===== config.mk =====
export PLATFORM = sky130hd
export DESIGN_NAME = pipe_field
export DESIGN_NICKNAME = d
export VERILOG_FILES = /design/src/rtl/pipe_pkg.sv /design/src/rtl/gap_lfsr.sv /design/src/rtl/pipe_field.sv
export SDC_FILE = /design/constraint.sdc
export NUM_CORES = 1
export LEC_CHECK = 0
export ABC_CLOCK_PERIOD_IN_PS = 5100
export BUFFER_PORTS_ARGS = -buffer_cell sky130_fd_sc_hd__buf_2
export CAP_MARGIN = 20
export CORE_ASPECT_RATIO = 1.4
export CORE_UTILIZATION = 40
export DETAILED_ROUTE_END_ITERATION = 16
export PLACE_DENSITY = 0.63
export SKIP_CTS_REPAIR_TIMING = 1
export SLEW_MARGIN = 20
export SYNTH_ARGS = -nofsm -noshare
export SYNTH_HDL_FRONTEND = slang
export SYNTH_SLANG_ARGS = --single-unit

===== constraint.sdc =====
create_clock -name clk -period 5.1 [get_ports clk]
set_input_delay 0.765 -clock clk [delete_from_list [all_inputs] [get_ports clk]]
set_output_delay 0.765 -clock clk [all_outputs]
set_load 0.005 [all_outputs]

===== src/rtl/pipe_pkg.sv =====
// pipe_pkg: shared types and constants for the pipe field.
//   state_t          - game state (IDLE, PLAY, OVER)
//   MATRIX_DIM       - LED matrix width/height
//   SHIFT_OFFSCREEN  - scroller position at which the pipe has left the matrix
//   LFSR_TAPS        - feedback tap mask for the gap LFSR (bits 7,5,4,3)
//   gap_from_lfsr    - maps an LFSR value onto a gap start row
package pipe_pkg;

  typedef enum logic [1:0] {
    IDLE = 2'd0,
    PLAY = 2'd1,
    OVER = 2'd2
  } state_t;

  localparam int MATRIX_DIM      = 16;
  localparam int SHIFT_OFFSCREEN = 16;
  localparam logic [7:0] LFSR_TAPS = 8'hB8;

  // Low nibble of the LFSR, folded back so the whole gap fits on the matrix.
  function automatic logic [3:0] gap_from_lfsr(input logic [7:0] v, input int gap);
    logic [3:0] low;
    low = v[3:0];
    if (int'(low) <= MATRIX_DIM - gap) return low;
    else return low - 4'(gap);
  endfunction

endpackage


===== src/rtl/gap_lfsr.sv =====
// gap_lfsr: 8-bit Fibonacci LFSR, shift left, feeding the pipe gap position.
//   clk  - system clock
//   rst  - asynchronous active-high reset, loads SEED
//   step - advance one position
//   lfsr - current register value
module gap_lfsr
  import pipe_pkg::*;
#(
  parameter logic [7:0] SEED = 8'hA5
) (
  input  logic       clk,
  input  logic       rst,
  input  logic       step,
  output logic [7:0] lfsr
);

  always_ff @(posedge clk or posedge rst) begin
    if (rst) begin
      lfsr <= SEED;
    end else if (step) begin
      lfsr <= {lfsr[6:0], ^(lfsr & LFSR_TAPS)};
    end
  end

endmodule


===== src/rtl/pipe_field.sv =====
// pipe_field: consumes the scroller position, draws the pipe column, detects
// bird/pipe collisions, counts pipes cleared and freezes the scroller.
//   clk        - system clock
//   rst        - asynchronous active-high reset
//   start      - one-cycle pulse, IDLE -> PLAY
//   shift      - scroller position, 0..15 on screen
//   bird_row   - bird row, 0 = top
//   gameover   - freeze request to the scroller (high in IDLE and OVER)
//   score      - pipes cleared, saturating at 255
//   pipe_col   - matrix column holding the pipe
//   pipe_valid - pipe is on screen
//   pipe_rows  - lit rows of pipe_col (1 = pipe, 0 = gap)
module pipe_field
  import pipe_pkg::*;
#(
  parameter int         BIRD_COL  = 3,
  parameter int         GAP       = 4,
  parameter logic [7:0] LFSR_SEED = 8'hA5
) (
  input  logic        clk,
  input  logic        rst,
  input  logic        start,
  input  int          shift,
  input  logic [3:0]  bird_row,
  output logic        gameover,
  output logic [7:0]  score,
  output logic [3:0]  pipe_col,
  output logic        pipe_valid,
  output logic [15:0] pipe_rows
);

  state_t      state_reg;
  int          prev_shift_reg;
  logic [7:0]  lfsr;
  logic [3:0]  gap_top;
  logic [15:0] gap_mask;
  logic        wrap;
  logic        shift_on;
  logic        collision;
  logic        pass;

  // The LFSR only advances when the scroller rolls over from off-screen to 0.
  assign wrap = (prev_shift_reg == SHIFT_OFFSCREEN) && (shift == 0);

  gap_lfsr #(
    .SEED (LFSR_SEED)
  ) u_gap_lfsr (
    .clk  (clk),
    .rst  (rst),
    .step (wrap),
    .lfsr (lfsr)
  );

  // Combinational from the LFSR register, so the new gap appears the cycle
  // after the wrap and reaches pipe_rows one edge later.
  assign gap_top = gap_from_lfsr(lfsr, GAP);

  genvar gi;
  generate
    for (gi = 0; gi < MATRIX_DIM; gi++) begin : g_mask
      assign gap_mask[gi] = !((gi >= int'(gap_top)) && (gi < int'(gap_top) + GAP));
    end
  endgenerate

  assign shift_on = (shift >= 0) && (shift < MATRIX_DIM);

  // Evaluated on the registered pipe image, hence two cycles shift->gameover.
  assign collision = (state_reg == PLAY) && pipe_valid &&
                     (pipe_col == 4'(BIRD_COL)) && pipe_rows[bird_row];

  // The pipe has just moved from the bird's column to the one behind it.
  assign pass = (state_reg == PLAY) && !collision &&
                (prev_shift_reg == MATRIX_DIM - 1 - BIRD_COL) &&
                (shift == MATRIX_DIM - BIRD_COL);

  always_ff @(posedge clk or posedge rst) begin
    if (rst) begin
      state_reg <= IDLE;
      gameover  <= 1'b1;
      score     <= 8'd0;
    end else begin
      case (state_reg)
        IDLE: begin
          if (start) begin
            state_reg <= PLAY;
            gameover  <= 1'b0;
          end
        end
        PLAY: begin
          if (collision) begin
            state_reg <= OVER;
            gameover  <= 1'b1;
          end else if (pass && score != 8'hFF) begin
            score <= score + 8'd1;
          end
        end
        OVER: begin
          gameover <= 1'b1;
        end
        default: begin
          state_reg <= OVER;
          gameover  <= 1'b1;
        end
      endcase
    end
  end

  always_ff @(posedge clk or posedge rst) begin
    if (rst) begin
      prev_shift_reg <= SHIFT_OFFSCREEN;
      pipe_valid     <= 1'b0;
      pipe_col       <= 4'd0;
      pipe_rows      <= 16'd0;
    end else begin
      prev_shift_reg <= shift;
      if (shift_on) begin
        pipe_valid <= 1'b1;
        pipe_col   <= 4'(MATRIX_DIM - 1 - shift);
        pipe_rows  <= gap_mask;
      end else begin
        pipe_valid <= 1'b0;
        pipe_col   <= 4'd0;
        pipe_rows  <= 16'd0;
      end
    end
  end

endmodule


* Yosys cells after proc, flatten, opt, wreduce, memory -nomap -nowiden
Cells that the tools add are included.
** Word-level totals
- Word-level logic and storage cells :: 117
- Bits of input ports :: 39
- Bits in registers :: 72
** Operators by class
- Eq/ne operators :: 9
- Bitwise gates (word level) :: 2
- Reductions and logical operators :: 47
- Magnitude comparators :: 35
- Add/sub/neg operators :: 4
- Multiplexer cells :: 12
** Operators by type and width (number)
- 5-bit by 32-bit less-than comparator with 1-bit output, first input constant :: 7
- 4-bit by 32-bit less-than comparator with 1-bit output, first input constant :: 4
- 32-bit by 5-bit == test with 1-bit output, second input constant :: 2
- 3-bit by 32-bit less-than comparator with 1-bit output, first input constant :: 2
- 32-bit by 6-bit == test with 1-bit output, second input constant :: 1
- 32-bit by 1-bit greater-or-equal comparator with 1-bit output, second input constant :: 1
- 32-bit zero test :: 1
- 1-bit by 32-bit less-than comparator with 1-bit output, first input constant :: 1
- 2-bit by 32-bit less-than comparator with 1-bit output, first input constant :: 1
- 32-bit by 6-bit less-than comparator with 1-bit output, second input constant :: 1
- 4-bit greater-or-equal comparator, first input constant :: 7
- 1-bit logical AND :: 24
- 1-bit zero test :: 17
- 3-bit by 4-bit greater-or-equal comparator with 1-bit output, first input constant :: 4
- 16-bit two-way mux :: 1
- 8-bit by 1-bit adder with 8-bit output, second input constant :: 1
- 1-bit by 4-bit greater-or-equal comparator with 1-bit output, first input constant :: 2
- 2-bit by 4-bit greater-or-equal comparator with 1-bit output, first input constant :: 2
- 4-bit two-way mux :: 2
- 8-bit inequality test, second input constant :: 1
- 8-bit parity :: 1
- 2-bit case mux with 3 select lines :: 1
- 3-bit AND reduction :: 2
- 4-bit by 3-bit adder with 5-bit output, second input constant :: 1
- 16 further kinds :: 22

* Logic depth before layout (Yosys ltp)
- Depth in word-level cells :: 10
- Mapped depth :: 7

* By module
A second synthesis with hierarchy kept.
** Second synthesis, totals
- Cell total of the unflattened synthesis :: 222
- Area total of the unflattened synthesis :: 2881.5 um^2
** Modules (own cells, without submodules)
- pipe_field :: area an instance 2553.7 um^2, instances 1, sequential area each 1604.0 um^2, cells an instance 200
- gap_lfsr :: area an instance 327.8 um^2, instances 1, sequential area each 205.2 um^2, cells an instance 22

* Worst setup path before layout
Ideal clock, no wire load.
- Path type :: input to register
- Start point :: in shift[19] in the netlist's numbering
- End point :: reg u_gap_lfsr.lfsr[1]
- Path buffers :: 1
- Arrival time :: 2315 ps
- Stages on the path :: 6
- Setup slack :: 2660 ps
- Required time :: 4975 ps
- Path through :: nor4_1 > nand4_1 > or2_1 > or4_1 > buf_6 > mux2_4
** On the way
- Longest elaborated chain between the ends :: 2
** RTL lines
- start, declared :: RTL line pipe_field.sv:23 : input int shift,
- 32-bit zero test :: RTL line pipe_field.sv:43 : assign wrap = (prev_shift_reg == SHIFT_OFFSCREEN) && (shift == 0);
- 1-bit logical AND :: RTL line pipe_field.sv:43
- end signal, assigned :: RTL line gap_lfsr.sv:21 : lfsr <= {lfsr[6:0], ^(lfsr & LFSR_TAPS)};
- end, declared :: RTL line gap_lfsr.sv:14 : output logic [7:0] lfsr
No other way between the ends.
A chain may end at the register's enable or synchronous reset.

* Final worst setup path
- Start point :: in shift[25] in the netlist's numbering
- End point :: reg u_gap_lfsr.lfsr[1]
Same word-level chain as after synthesis.

==> impl_metrics.csv <==
group,metric,value,unit
timing,worst_pin_slew,0.8783,ns
synth,syn_inst,224,
layout,drive_above_1_share,33.99,%
synth,ys_ff_latch,72,
synth,syn_avg_cell_area,12.63,um2
worst_setup_path,crit_arrival,3.06,ns
placed_design,io_buffer_count,68,
detailed_routing,wl_per_cell,13.70,um
timing,fin_crit_sh,55.42,%
layout,final_common_cell,"buf_2",
floorplan,rows,35,
run_status,status,"completed",
detailed_routing,avgViaCountPerCell,4.929,
floorplan,die_y,101.5,um
timing,setup_viol,0,
layout,diodes,0,
timing,max_freq,353.8,MHz
clocking,insertion_delay,0.35,ns
floorplan,core_area,0.006700,mm2
floorplan,die_w,73.08,um
timing,slew_violations,0,
placed_design,gp_congestion,0.8020,
hold_path,worstHoldEndpoint,"score[7]",
worst_setup_path,critPathCaptureType,"register",
timing,hold_viol_final,0,
hold_path,min-delay-start,"score[7]",
worst_setup_path,startpoint_type,"input pin",
clocking,cts_buffer_depth,2,
detailed_routing,routed_wl,5411,um
clocking,clk_pin_slew_worst_paths,0.08,ns
timing,fin_tns_setup,0,ns
worst_setup_path,path_class,"in -> reg",
floorplan,initial_utilization,42.22,%
global_route,antenna_found_initial,0,
worst_setup_path,worstRegToRegCells,6,
floorplan,io_pins,69,
clocking,cts_tree,"built",
worst_setup_path,cp_max_fo,21,
layout,fin_area,0.003470,mm2
layout,layout.nets,343,
job,cap_violations,0,
worst_setup_path,rr_endpoint,"score[5]",
power_and_ir_drop,max-vdd-ir-drop,0.0002064,V
clocking,root_buffer,"clkbuf_8",
synth,yosysUniqueCellTypes,35,
global_route,grt_pass1_wl,8832,um
synth,synth_area_leader_cell,"dfrtp_1",
layout,syn_to_final_growth,22.64,%
layout,final_cell_mix,"buf_2, dfrtp_1, nor2_1",
global_route,grt_pass1_vias,1942,
floorplan,die_area,0.007417,mm2
detailed_routing,firstDrtPassIters,4,
timing,rsz0062_at_grt,"no",
clocking,cts_made_buffers,9,
placed_design,place_hpwl,3964,um
clocking,clock_sinks,72,
clocking,htreeDepth,3,
synth,netlist.area_leader.share,58.38,%
synth,syn-cell-area,0.002829,mm2
synth,yosysWarningCount,0,
hold_path,worstHoldPathType,"reg -> reg",
placed_design,dpl_cell_area,0.003261,mm2
global_route,grt_max_degree,73,
hold_path,hold_depth,1,
power_and_ir_drop,power_density,315.7,mW/mm2
synth,ys_seq_area_share,63.95,%
detailed_routing,drtIter0Drc,85,
timing,clock_skew,0.01075,ns
layout,largest_reg_flops,32,
timing,period_minus_slack,2.827,ns
timing,relSlewSlack,41.44,%
detailed_routing,vias,1947,
detailed_routing,detail-route-antenna-nets,0,
power_and_ir_drop,p_leak,1.729,nW
synth,yosys-top-cells-area,"dfrtp_1, dfstp_2, nor4_1",
global_route,track_usage,16.30,%
worst_setup_path,ff2ff_setup_slack,2.93,ns
worst_setup_path,r2r_start,"prev_shift_reg[9]",
detailed_routing,drc,0,
synth,syn_nets,269,
worst_setup_path,required,5.34,ns
global_route,gr-total-overflow,0,
synthesized netlist by cell type:
master,instances
and4b_1,1
or4_1,1
mux4_2,2
dfstp_2,6
nand4_2,1
dfrtp_1,66
nand2b_1,3
xnor2_1,8
a31oi_1,3
nor4_1,16
and3b_1,1
xor2_1,7
mux2_2,2
o21ai_0,5
or2_1,1
nand4_1,6
buf_6,1
nor3_1,6
a21o_1,1
nand2_1,8
o21ai_1,1
nor2_1,24
buf_2,1
nand3b_1,2
clkbuf_1,4
nor2b_1,2
a2bb2oi_1,1
ha_1,6
o21bai_1,1
mux2_4,6
nand3_1,6
mux2i_1,4
inv_1,5
a21oi_1,15
o2111ai_1,1
worst max-delay path: stages:
cell and delay [ns]:
buf_2 0.10, nor4_1 0.34, nand4_1 0.19, or2_1 0.51, or4_1 0.79, mux2_4 0.37
kinds of logic (layout without fill, tap and decap cells):
family	after synthesis	in the layout	share of synthesized area, %
XOR/XNOR	15	15	4.644
buffers and inverters	11	90	1.769
adder cells (fa/ha/maj)	6	6	2.654
flip-flops	72	72	63.95
AND/OR/NAND/NOR	78	78	14.46
AO/OA/AOI/OAI	28	28	5.529
multiplexers	14	14	6.988
layer usage:
metal	GRT usage, %	vias to the layer above	wire length [um]
met4	9.502	0	118
li1	-	947	-
met3	2.687	10	155
met2	27.99	59	2804
met1	19.02	931	2333
met5	0	-	0
where the power goes:
group / internal, mW / total, mW / switching [mW]
combinational: 0.0150 / 0.0379 / 0.0229
clock: 0.236 / 0.470 / 0.234
sequential: 0.584 / 0.588 / 0.00401
total: 0.834 / 1.10 / 0.261
worst max-delay path by stage:
| stage | start | end | slack, ns | cells after the start |
|---|---|---|---|---|
| after CTS | shift[25] | u_gap_lfsr.lfsr[6] | 2.26 | 6 |
| after floorplan | rst | pipe_col[0] | 2.52 | 1 |
| after detailed placement | shift[25] | u_gap_lfsr.lfsr[6] | 1.89 | 6 |
| after global placement | shift[25] | u_gap_lfsr.lfsr[6] | 1.91 | 6 |
| final | shift[25] | u_gap_lfsr.lfsr[1] | 2.27 | 6 |
| after global routing | shift[25] | u_gap_lfsr.lfsr[1] | 2.12 | 6 |
final cells by class:
type / instances / area [um2]
tap: 92 / 115.1
clock inverter: 7 / 85.08
timing repair buffer: 69 / 347.8
multi-input combinational: 141 / 969.7
sequential: 72 / 1809
clock buffer: 9 / 123.9
fill: 596 / 3231
inverter: 5 / 18.77
stage by stage:
step	utilization, %	worst slack, ns	power [mW]	hold slack [ns]	instances
2_1_floorplan	-	2.520	0.6130	0.4814	224
3_3_place_gp	48.66	1.907	0.6373	0.4895	379
3_5_place_dp	48.66	1.895	0.6379	0.4874	379
4_1_cts	51.78	2.262	1.104	0.5031	395
5_1_grt	51.78	2.123	1.136	0.5093	395
6_report	51.78	2.273	1.095	0.4992	395
Note: power is estimated with default switching activity, not from simulation.
